### src/rtl/sampdecimate.sv
// sampdecimate: 2^log2 sample decimator (pass, subsample, per-lane average; min/max peak envelope
// in mode 3 when SAMPDECIMATE_PEAK_EN is defined, otherwise mode 3 subsamples) with a wishbone register port.
module sampdecimate #(
  parameter int MAX_LOG2 = 7
) (
  input  logic        clk,
  input  logic        rst,
  input  logic        sq_active,
  input  logic [31:0] sample,
  input  logic        sample_avail,
  output logic [31:0] dec_sample,
  output logic        dec_sample_avail,
  input  logic        wb_stb_i,
  input  logic        wb_cyc_i,
  input  logic        wb_we_i,
  input  logic [15:0] wb_adr_i,
  input  logic [7:0]  wb_dat_i,
  output logic [7:0]  wb_dat_o,
  output logic        wb_ack_o
);
  localparam int LW = $clog2(MAX_LOG2 + 1);
  localparam int AW = 8 + MAX_LOG2;
  logic                enable, last, emit, pass, req, wr, wr_cfg, adv, adr_unused;
  logic [1:0]          mode;
  logic [LW-1:0]       log2;
  logic [MAX_LOG2-1:0] count;
  logic [AW-1:0]       acc [4];
  logic [AW-1:0]       sum [4];
  logic [31:0]         avg_word, emit_word;
  logic [7:0]          rd_data;
  assign adr_unused = ^wb_adr_i[15:2];
  assign req        = wb_stb_i & wb_cyc_i & ~wb_ack_o;
  assign wr         = req & wb_we_i;
  assign wr_cfg     = wr & ~wb_adr_i[1];
  assign pass       = ~enable | (mode == 2'd0);
  // a config write in the same cycle takes priority and drops the sample
  assign adv        = sample_avail & sq_active & ~wr_cfg & ~pass;
  assign last       = 32'(count) == (32'd1 << log2) - 32'd1;
  assign rd_data    = wb_adr_i[1:0] == 2'd0 ? {5'd0, mode, enable} :
                      wb_adr_i[1:0] == 2'd1 ? 8'(log2) :
                      wb_adr_i[1:0] == 2'd2 ? {7'(count), count != '0} : 8'd0;
  genvar i;
  for (i = 0; i < 4; i++) begin : g_lane
    assign sum[i]             = acc[i] + AW'(sample[8*i +: 8]);
    assign avg_word[8*i +: 8] = 8'(sum[i] >> log2);
  end
`ifdef SAMPDECIMATE_PEAK_EN
  logic       odd;
  logic [7:0] pk [4];
  logic [31:0] pk_word;
  genvar j;
  for (j = 0; j < 4; j++) begin : g_pk
    logic [7:0] v;
    assign v                 = sample[8*j +: 8];
    assign pk_word[8*j +: 8] = count == '0 ? v :
                               odd ? (v < pk[j] ? v : pk[j]) : (v > pk[j] ? v : pk[j]);
  end
  assign emit      = mode == 2'd1 ? count == '0 : last;
  assign emit_word = mode == 2'd1 ? sample : mode == 2'd2 ? avg_word : pk_word;
`else
  assign emit      = mode == 2'd2 ? last : count == '0;
  assign emit_word = mode == 2'd2 ? avg_word : sample;
`endif
  always_ff @(posedge clk) begin
    if (rst) begin
      enable           <= 1'b0;
      mode             <= 2'd0;
      log2             <= '0;
      count            <= '0;
      acc              <= '{default: '0};
      wb_ack_o         <= 1'b0;
      wb_dat_o         <= 8'd0;
      dec_sample       <= 32'd0;
      dec_sample_avail <= 1'b0;
`ifdef SAMPDECIMATE_PEAK_EN
      odd              <= 1'b0;
      pk               <= '{default: '0};
`endif
    end else begin
      wb_ack_o <= req;
      wb_dat_o <= req ? rd_data : 8'd0;
      if (wr && wb_adr_i[1:0] == 2'd0) {mode, enable} <= wb_dat_i[2:0];
      if (wr && wb_adr_i[1:0] == 2'd1) log2 <= wb_dat_i > 8'(MAX_LOG2) ? LW'(MAX_LOG2) : wb_dat_i[LW-1:0];
      dec_sample_avail <= pass ? sample_avail : adv & emit;
      if (pass) dec_sample <= sample;
      else if (adv && emit) dec_sample <= emit_word;
      if (wr_cfg || !sq_active) begin
        count <= '0;
        acc   <= '{default: '0};
`ifdef SAMPDECIMATE_PEAK_EN
        odd   <= 1'b0;
`endif
      end else if (adv) begin
        count <= last ? '0 : count + 1'b1;
        for (int l = 0; l < 4; l++) acc[l] <= last ? '0 : sum[l];
`ifdef SAMPDECIMATE_PEAK_EN
        for (int l = 0; l < 4; l++) pk[l] <= pk_word[8*l +: 8];
        if (last && mode == 2'd3) odd <= ~odd;
`endif
      end
    end
  end
endmodule

### config.mk
export PLATFORM = sky130hd
export DESIGN_NAME = sampdecimate
export DESIGN_NICKNAME = d
export VERILOG_FILES = /design/src/rtl/sampdecimate.sv
export SDC_FILE = /design/constraint.sdc
export NUM_CORES = 1
export LEC_CHECK = 0
export ABC_AREA = 1
export BUFFER_PORTS_ARGS = -buffer_cell sky130_fd_sc_hd__clkbuf_2
export CAP_MARGIN = 0
export CORE_ASPECT_RATIO = 1.25
export CORE_UTILIZATION = 26
export CTS_BUF_LIST = sky130_fd_sc_hd__clkbuf_4 sky130_fd_sc_hd__clkbuf_8
export DETAILED_ROUTE_END_ITERATION = 12
export PLACE_DENSITY = 0.53
export SLEW_MARGIN = 0
export SYNTH_ARGS = -nofsm -noshare
export SYNTH_HDL_FRONTEND = slang
export SYNTH_SLANG_ARGS = --single-unit
### constraint.sdc
create_clock -name clk -period 3.62 [get_ports clk]
set_input_delay 0.543 -clock clk [delete_from_list [all_inputs] [get_ports clk]]
set_output_delay 0.543 -clock clk [all_outputs]
set_load 0.02 [all_outputs]
==> results of run 1 <==
layout make-up:
type,count,share of cell area [%]
inverter,157,5.81
clock inverter,10,1.52
tap,423,5.20
multi-input combinational,1152,56.4
timing repair buffer,107,5.68
sequential,115,22.6
clock buffer,21,2.78
Yosys cell counts (all sizes together):
library cell	count
nor3b	2
o22ai	5
o21a	1
a21oi	131
nand4	21
o21ai	55
o211ai	5
nor4	1
ha	36
xor2	11
dfxtp	115
o21bai	1
fa	4
and2	4
xnor2	5
nand3b	11
or2	28
buf	27
clkbuf	30
inv	155
a31oi	3
nor3	12
nand3	248
a221oi	5
a22oi	6
nor2	80
clkinv	2
nand2	472
a21boi	5
sequential cells by signal, summed over array words and instances (netlist names):
register and count:
acc 60, count 7, dec_sample 32, dec_sample_avail 1, enable 1, log2 3, mode 2, wb_ack_o 1
wb_dat_o 8
critical path, cell delays in order, from the launching register on:
cell	delay [ns]
dfxtp_1	0.39
buf_4	0.32
nand2_1	0.18
nor2_1	0.16
inv_1	0.06
ha_1	0.27
nand4_1	0.09
a21oi_1	0.13
nand2_1	0.08
nor2_2	0.14
nand2_4	0.08
nand2_4	0.08
nand2_4	0.13
nand2_4	0.45
o21ai_0	0.17
a21oi_1	0.14
per-layer routing:
| layer | track usage [%] | share of wire, % | vias to the layer above |
|---|---|---|---|
| met4 | 10.6 | 4.4 | 0 |
| met3 | 2.67 | 3.8 | 86 |
| met2 | 33.0 | 49 | 300 |
| li1 | - | - | 5008 |
| met5 | 0 | 0 | - |
| met1 | 21.5 | 43 | 4574 |
path summary, 6_finish.rpt:
| path | end | cells after the start | startpoint |
|---|---|---|---|
| worst max-delay path | dec_sample[10]$_SDFFE_PP0P_ | 15 | log2[1]$_SDFFE_PP0P_ |
| worst max register to register | dec_sample[10]$_SDFFE_PP0P_ | 15 | log2[1]$_SDFFE_PP0P_ |
| worst min-delay path | dec_sample_avail$_SDFF_PP0_ | 3 | sample_avail |
| worst min register to register | acc[52]$_SDFFE_PP0P_ | 2 | acc[52]$_SDFFE_PP0P_ |
per-stage QoR:
step / cell area [sq um] / utilization [%]
after floorplan: 8920 / -
after global placement: 9740 / 28.9
after detailed placement: 9740 / 28.9
after CTS: 10200 / 30.2
after global routing: 10200 / 30.2
final: 10200 / 30.2
power breakdown:
group	switching, W	internal [W]
Combinational	0.000242	0.000128
Clock	0.000592	0.000804
Sequential	0.0000141	0.00129
Total	0.000848	0.00222
kinds of logic (layout without fill, tap and decap cells):
group,Yosys count,after routing,synth area share [%]
and+or+nand+nor,879,879,43.4
AOI/OAI and AO/OA,217,217,13.4
DFF,115,115,25.8
adders and majority gates,40,40,5.95
xor gates and xnor gates,16,16,1.57
buffers and inverters,214,295,9.85
==> impl_metrics.py, run 1 <==
metrics = {
    "floorplan": {
        "initial_utilization_pct": 26.5,
        "die_area_sq_mm": 0.0350,
        "rows": 75,
        "ioPinCount": 105,
        "die_y_um": 209,
        "coreArea_sq_mm": 0.0337,
        "die_w_um": 168,
    },
    "drt": {
        "wl_per_cell_um": 16.1,
        "postRouteWirelength_mm": 32.1,
        "drt_iter0_drc": 597,
        "post_drt_via_cell_ratio": 5.02,
        "drc": 0,
        "detail-route-antenna-nets": 0,
        "dr.pass1.iters": 5,
        "vias": 9968,
    },
    "clock_network": {
        "cts_hold_buffers": 0,
        "cts_tree": "done",
        "cts.sinks": 115,
        "cts_buffers": 17,
        "cts_resized": 0,
        "htreeDepth": 4,
        "insertion_delay_ns": 0.47,
        "cts_buffer_depth": 2,
        "path_clk_slew_ns": 0.08,
        "cts-root-buf": "clkbuf_8",
        "post-cts-setup-buffer-count": 0,
    },
    "synthesis": {
        "syn_avg_cell_area_sq_um": 6.02,
        "ys_types": 43,
        "ys_ff_latch": 115,
        "yosys-top-cells-area": "dfxtp_1 26%, nand2_1 20%, nand3_1 14%",
        "ys_seq_area_share_pct": 25.8,
        "synthCells": 1481,
        "netlist.area_leader.share_pct": 25.8,
        "synth_nets": 1584,
        "yosysTopAreaCell": "dfxtp_1",
        "synth_area_sq_mm": 0.00892,
        "ys_warn_count": 0,
    },
    "sta": {
        "fmax_ghz": 0.339,
        "slew_viol_final": 0,
        "rsz0062_at_grt": "false",
        "final.period_utilization_pct": 81.4,
        "hold_violations": 0,
        "holdWs_ns": 0.329,
        "finClkSkew_ns": 0.0172,
        "finalSetupViolCount": 0,
        "maxSlewHeadroom_pct": 42.4,
        "worst-slew-pin-transition_ns": 0.861,
        "fin_crit_ns": 2.95,
        "fin_tns_setup_ns": 0,
        "worst_slack_ns": 0.672,
    },
    "pwr": {
        "irDropWorstVdd_uv": 157,
        "power_w": 0.00307,
        "p_leak_nw": 4.63,
        "powerDensity_mw_per_mm2": 301,
    },
    "cells_and_area": {
        "layout.cells.non_filler": 1985,
        "antenna_cells": 0,
        "fin_nets": 1653,
        "area_growth_pct": 14.2,
        "final_cell_mix": "464 x nand2_1, 248 x nand3_1, 149 x inv_1",
        "regArea_sq_mm": 0.00230,
        "multi_input_area_sq_mm": 0.00574,
        "fillers": 3816,
        "final_common_cell": "nand2_1",
        "drive_above_1_share_pct": 12.3,
    },
    "placement": {
        "post-dp-hpwl_mm": 23.6,
        "post-place-cells": 1954,
        "place_ws_ns": 0.695,
        "routabilityCongestion": 0.922,
        "io_buffer_count": 90,
    },
    "global_routing": {
        "grt_pass1_vias": 9827,
        "grt_max_degree": 63,
        "antenna_found_initial": 0,
        "overflow": 0,
        "grt.total_usage_pct": 18.7,
        "grt_pass1_wl_mm": 51.2,
    },
    "worst_setup_path": {
        "crit_fanout": 42,
        "end_kind": "register",
        "crit_arrival_ns": 3.35,
        "critPathLaunchType": "register",
        "r2r_setup_slack_ns": 0.67,
        "critical_path_class": "reg -> reg",
        "cp.required_ns": 4.02,
    },
    "job": {
        "cap_violations": 0,
    },
    "worst_hold_path": {
        "hold_path_class": "in -> reg",
    },
    "run_status": {
        "status": "finished clean",
    },
}
Power figures use the tool's default switching activity.
==> inputs of run 2 (changes only) <==
--- a/config.mk
+++ b/config.mk
@@ -5,14 +5,14 @@
 export SDC_FILE = /design/constraint.sdc
 export NUM_CORES = 1
 export LEC_CHECK = 0
-export ABC_AREA = 1
+export ABC_AREA = 0
 export BUFFER_PORTS_ARGS = -buffer_cell sky130_fd_sc_hd__clkbuf_2
 export CAP_MARGIN = 0
 export CORE_ASPECT_RATIO = 1.25
 export CORE_UTILIZATION = 26
 export CTS_BUF_LIST = sky130_fd_sc_hd__clkbuf_4 sky130_fd_sc_hd__clkbuf_8
 export DETAILED_ROUTE_END_ITERATION = 12
-export PLACE_DENSITY = 0.53
+export PLACE_DENSITY = 0.54
 export SLEW_MARGIN = 0
 export SYNTH_ARGS = -nofsm -noshare
 export SYNTH_HDL_FRONTEND = slang
==> constraint.sdc (replaced) <==
create_clock -name clk -period 2.7 [get_ports clk]
set_input_delay 0.405 -clock clk [delete_from_list [all_inputs] [get_ports clk]]
set_output_delay 0.405 -clock clk [all_outputs]
set_load 0.02 [all_outputs]
==> run 2 against run 1 <==
Compared with the run above: the flow now finishes with violations (negative setup slack); clock-buffer cell count is the same; synthesized cell count shrank 19%; sequential power up 35%; total power grew 37%; worst hold slack got worse by 0.16 ns; non-clock buffer count up 209; critical endpoint is now dec_sample[23]$_SDFFE_PP0P_; largest power group is now registers.
==> impl_metrics.py, run 2 <==
metrics = {
    "worst_setup_path": {
        "cp_top_family": "simple AND/OR/NAND/NOR gates",
        "cp.required_ns": 3.13,
        "end_kind": "register",
        "critPathMaxStageDelay_ns": 0.40,
        "critical_path_class": "reg -> reg",
        "worst_path_most_repeated_cell": "buf_4",
        "path_cells": "or3_4 -> ha_4 -> nor2b_4 -> or3_1 -> a211oi_2 -> o211a_1 -> buf_4 -> nand2_4 -> nor4_1 -> buf_4 -> o2111a_1 -> o2bb2ai_1",
        "critPathBufInv": 2,
        "critPathLaunchType": "register",
        "crit_fanout": 7,
        "slowest_stage": "or3_4",
        "crit_arrival_ns": 3.21,
    },
    "global_routing": {
        "grt.total_usage_pct": 19.6,
        "antenna_found_initial": 1,
        "grt_pass1_vias": 9934,
        "grt_max_degree": 42,
        "grt_pass1_wl_mm": 54.2,
        "overflow": 0,
    },
    "drt": {
        "drc": 0,
        "drt_iter0_drc": 579,
        "detail-route-antenna-nets": 0,
        "wl_per_cell_um": 18.2,
        "post_drt_via_cell_ratio": 5.36,
        "postRouteWirelength_mm": 34.9,
        "dr.pass1.iters": 5,
        "vias": 10285,
    },
    "cells_and_area": {
        "antenna_cells": 0,
        "layout.cells.non_filler": 1920,
        "fillers": 3574,
        "largest_reg_flops": 60,
        "drive_above_1_share_pct": 34.3,
        "fin_util_pct": 36.5,
        "multi_input_area_sq_mm": 0.00688,
        "final_cell_mix": "200 x buf_4, 122 x nor2_1, 121 x a21oi_1",
        "area_growth_pct": 37.5,
        "fin_nets": 1546,
        "reg_top3": "acc (60), dec_sample (32), wb_dat_o (8)",
        "regArea_sq_mm": 0.00231,
        "final_common_cell": "buf_4",
        "top_register": "acc",
    },
    "sta": {
        "worst-slew-pin-transition_ns": 0.512,
        "fmax_ghz": 0.360,
        "final.period_utilization_pct": 103,
        "fin_tns_setup_ns": -0.864,
        "rsz0062_at_grt": "true",
        "hold_violations": 0,
        "fin_crit_ns": 2.78,
        "slew_viol_final": 0,
        "maxSlewHeadroom_pct": 65.9,
        "worst_slack_ns": -0.0815,
        "finalSetupViolCount": 31,
        "finClkSkew_ns": 0.0115,
    },
    "synthesis": {
        "netlist.area_leader.share_pct": 25.2,
        "ys_seq_area_share_pct": 25.2,
        "synth_edf_count": 0,
        "ys_dominant_reg_cell": "dfxtp_1",
        "synth_commonest_cells": "138 x a21oi_1, 124 x nor2_1, 119 x nand2_1",
        "synthCells": 1199,
        "ys_warn_count": 0,
        "synth.most_common_cell": "a21oi_1",
        "yosys-top-cells-area": "dfxtp_1 25%, a21oi_1 7.5%, nor2_1 5.1%",
        "synth_area_sq_mm": 0.00915,
        "ys_ff_latch": 115,
        "synth_nets": 1302,
        "yosysTopAreaCell": "dfxtp_1",
        "ys_types": 89,
        "synthArstFlopShare_pct": 0,
        "syn_avg_cell_area_sq_um": 7.63,
    },
    "pwr": {
        "p_leak_nw": 4.97,
        "irDropWorstVdd_uv": 180,
        "powerDensity_mw_per_mm2": 334,
        "power_w": 0.00421,
    },
    "floorplan": {
        "rows": 76,
        "die_y_um": 212,
        "die_area_sq_mm": 0.0360,
        "ioPinCount": 105,
        "die_w_um": 170,
        "initial_utilization_pct": 26.5,
        "coreArea_sq_mm": 0.0345,
    },
    "clock_network": {
        "cts_tree": "done",
        "cts_buffers": 17,
        "insertion_delay_ns": 0.49,
        "cts-root-buf": "clkbuf_8",
        "cts_buffer_depth": 2,
        "htreeDepth": 4,
        "cts.sinks": 115,
        "path_clk_slew_ns": 0.07,
    },
    "placement": {
        "routabilityCongestion": 0.894,
        "io_buffer_count": 90,
        "post-place-cells": 1871,
        "place_ws_ns": -0.309,
        "post-dp-hpwl_mm": 25.7,
    },
    "run_status": {
        "violations": "negative setup slack",
        "status": "complete, but fails checks",
    },
    "worst_hold_path": {
        "hold_path_class": "in -> reg",
    },
    "job": {
        "cap_violations": 0,
    },
}
-- run 2: cell count changes in the layout (fill, tap and decap cells not counted), sizes merged, moves of 31 or more --
cell / before / now
nand2: 472 / 120
buf: 17 / 224
nand3: 248 / 46
inv: 155 / 25
nor2: 80 / 126
a211oi: 0 / 31
-- run 2: kinds of logic after synthesis --
logic type | after synthesis | synth area share, %
AND/OR/NAND/NOR | 436 | 23.3
buffers and inverters | 116 | 5.81
multiplexers | 39 | 5.73
AO/OA/AOI/OAI | 395 | 28.7
flip-flops | 115 | 25.2
adder cells (fa/ha/maj) | 40 | 5.80
XOR/XNOR | 58 | 5.55
-- run 2: cell type report --
class                      instances  area share, %
inverter                          25          0.745
tap                              468           4.65
sequential                       115           18.3
clock inverter                     7          0.497
clock buffer                      21           2.15
multi-input combinational        968           54.6
timing repair buffer             316           19.0
-- run 2: path summary, 6_finish.rpt --
kind	startpoint	end	slack [ns]	cells past startpoint
worst min register to register	acc[37]$_SDFFE_PP0P_	acc[37]$_SDFFE_PP0P_	0.46	2
worst max register to register	log2[0]$_SDFFE_PP0P_	dec_sample[23]$_SDFFE_PP0P_	-0.08	12
worst max-delay path	log2[0]$_SDFFE_PP0P_	dec_sample[23]$_SDFFE_PP0P_	-0.08	12
worst min-delay path	wb_dat_i[1]	mode[0]$_SDFFE_PP0P_	0.17	3
-- run 2: layer usage --
metal | track usage [%] | share of wire, %
met1 | 22.5 | 41
met4 | 11.5 | 5.3
met3 | 3.42 | 5.6
met2 | 33.8 | 48
met5 | 0 | 0
-- run 2: worst register-to-register path: cells and delay by family (launching register included) --
family                   cells  cell delay (ns)
AND/OR/NAND/NOR              5             1.19
AO/OA/AOI/OAI                4             0.69
adder cells (fa/ha/maj)      1             0.21
flip-flops                   1             0.33
buffers and inverters        2             0.32
-- run 2: report_power, final --
group          leakage (nW)  switching [W]  internal, W
clock                 0.177       0.000765     0.000749
sequential            0.937      0.0000329      0.00172
combinational          3.86       0.000518     0.000416
-- run 2: timing repair --
| item | 4_1_cts | 5_1_grt |
|---|---|---|
| setup buffers | 12 | 6 |
| endpoints found under the setup margin | 53 | 64 |
| hold buffers | 0 | 0 |
| cloned | 2 | 2 |
| pin swaps | 17 | 40 |
| resized for setup | 39 | 73 |
-- run 2: through the flow --
step	area [sq um]	hold slack (ns)
floorplan	9340	0.436
global placement	11500	0.443
detailed placement	11500	0.450
CTS	12200	0.135
global route	12600	0.146
finish	12600	0.167
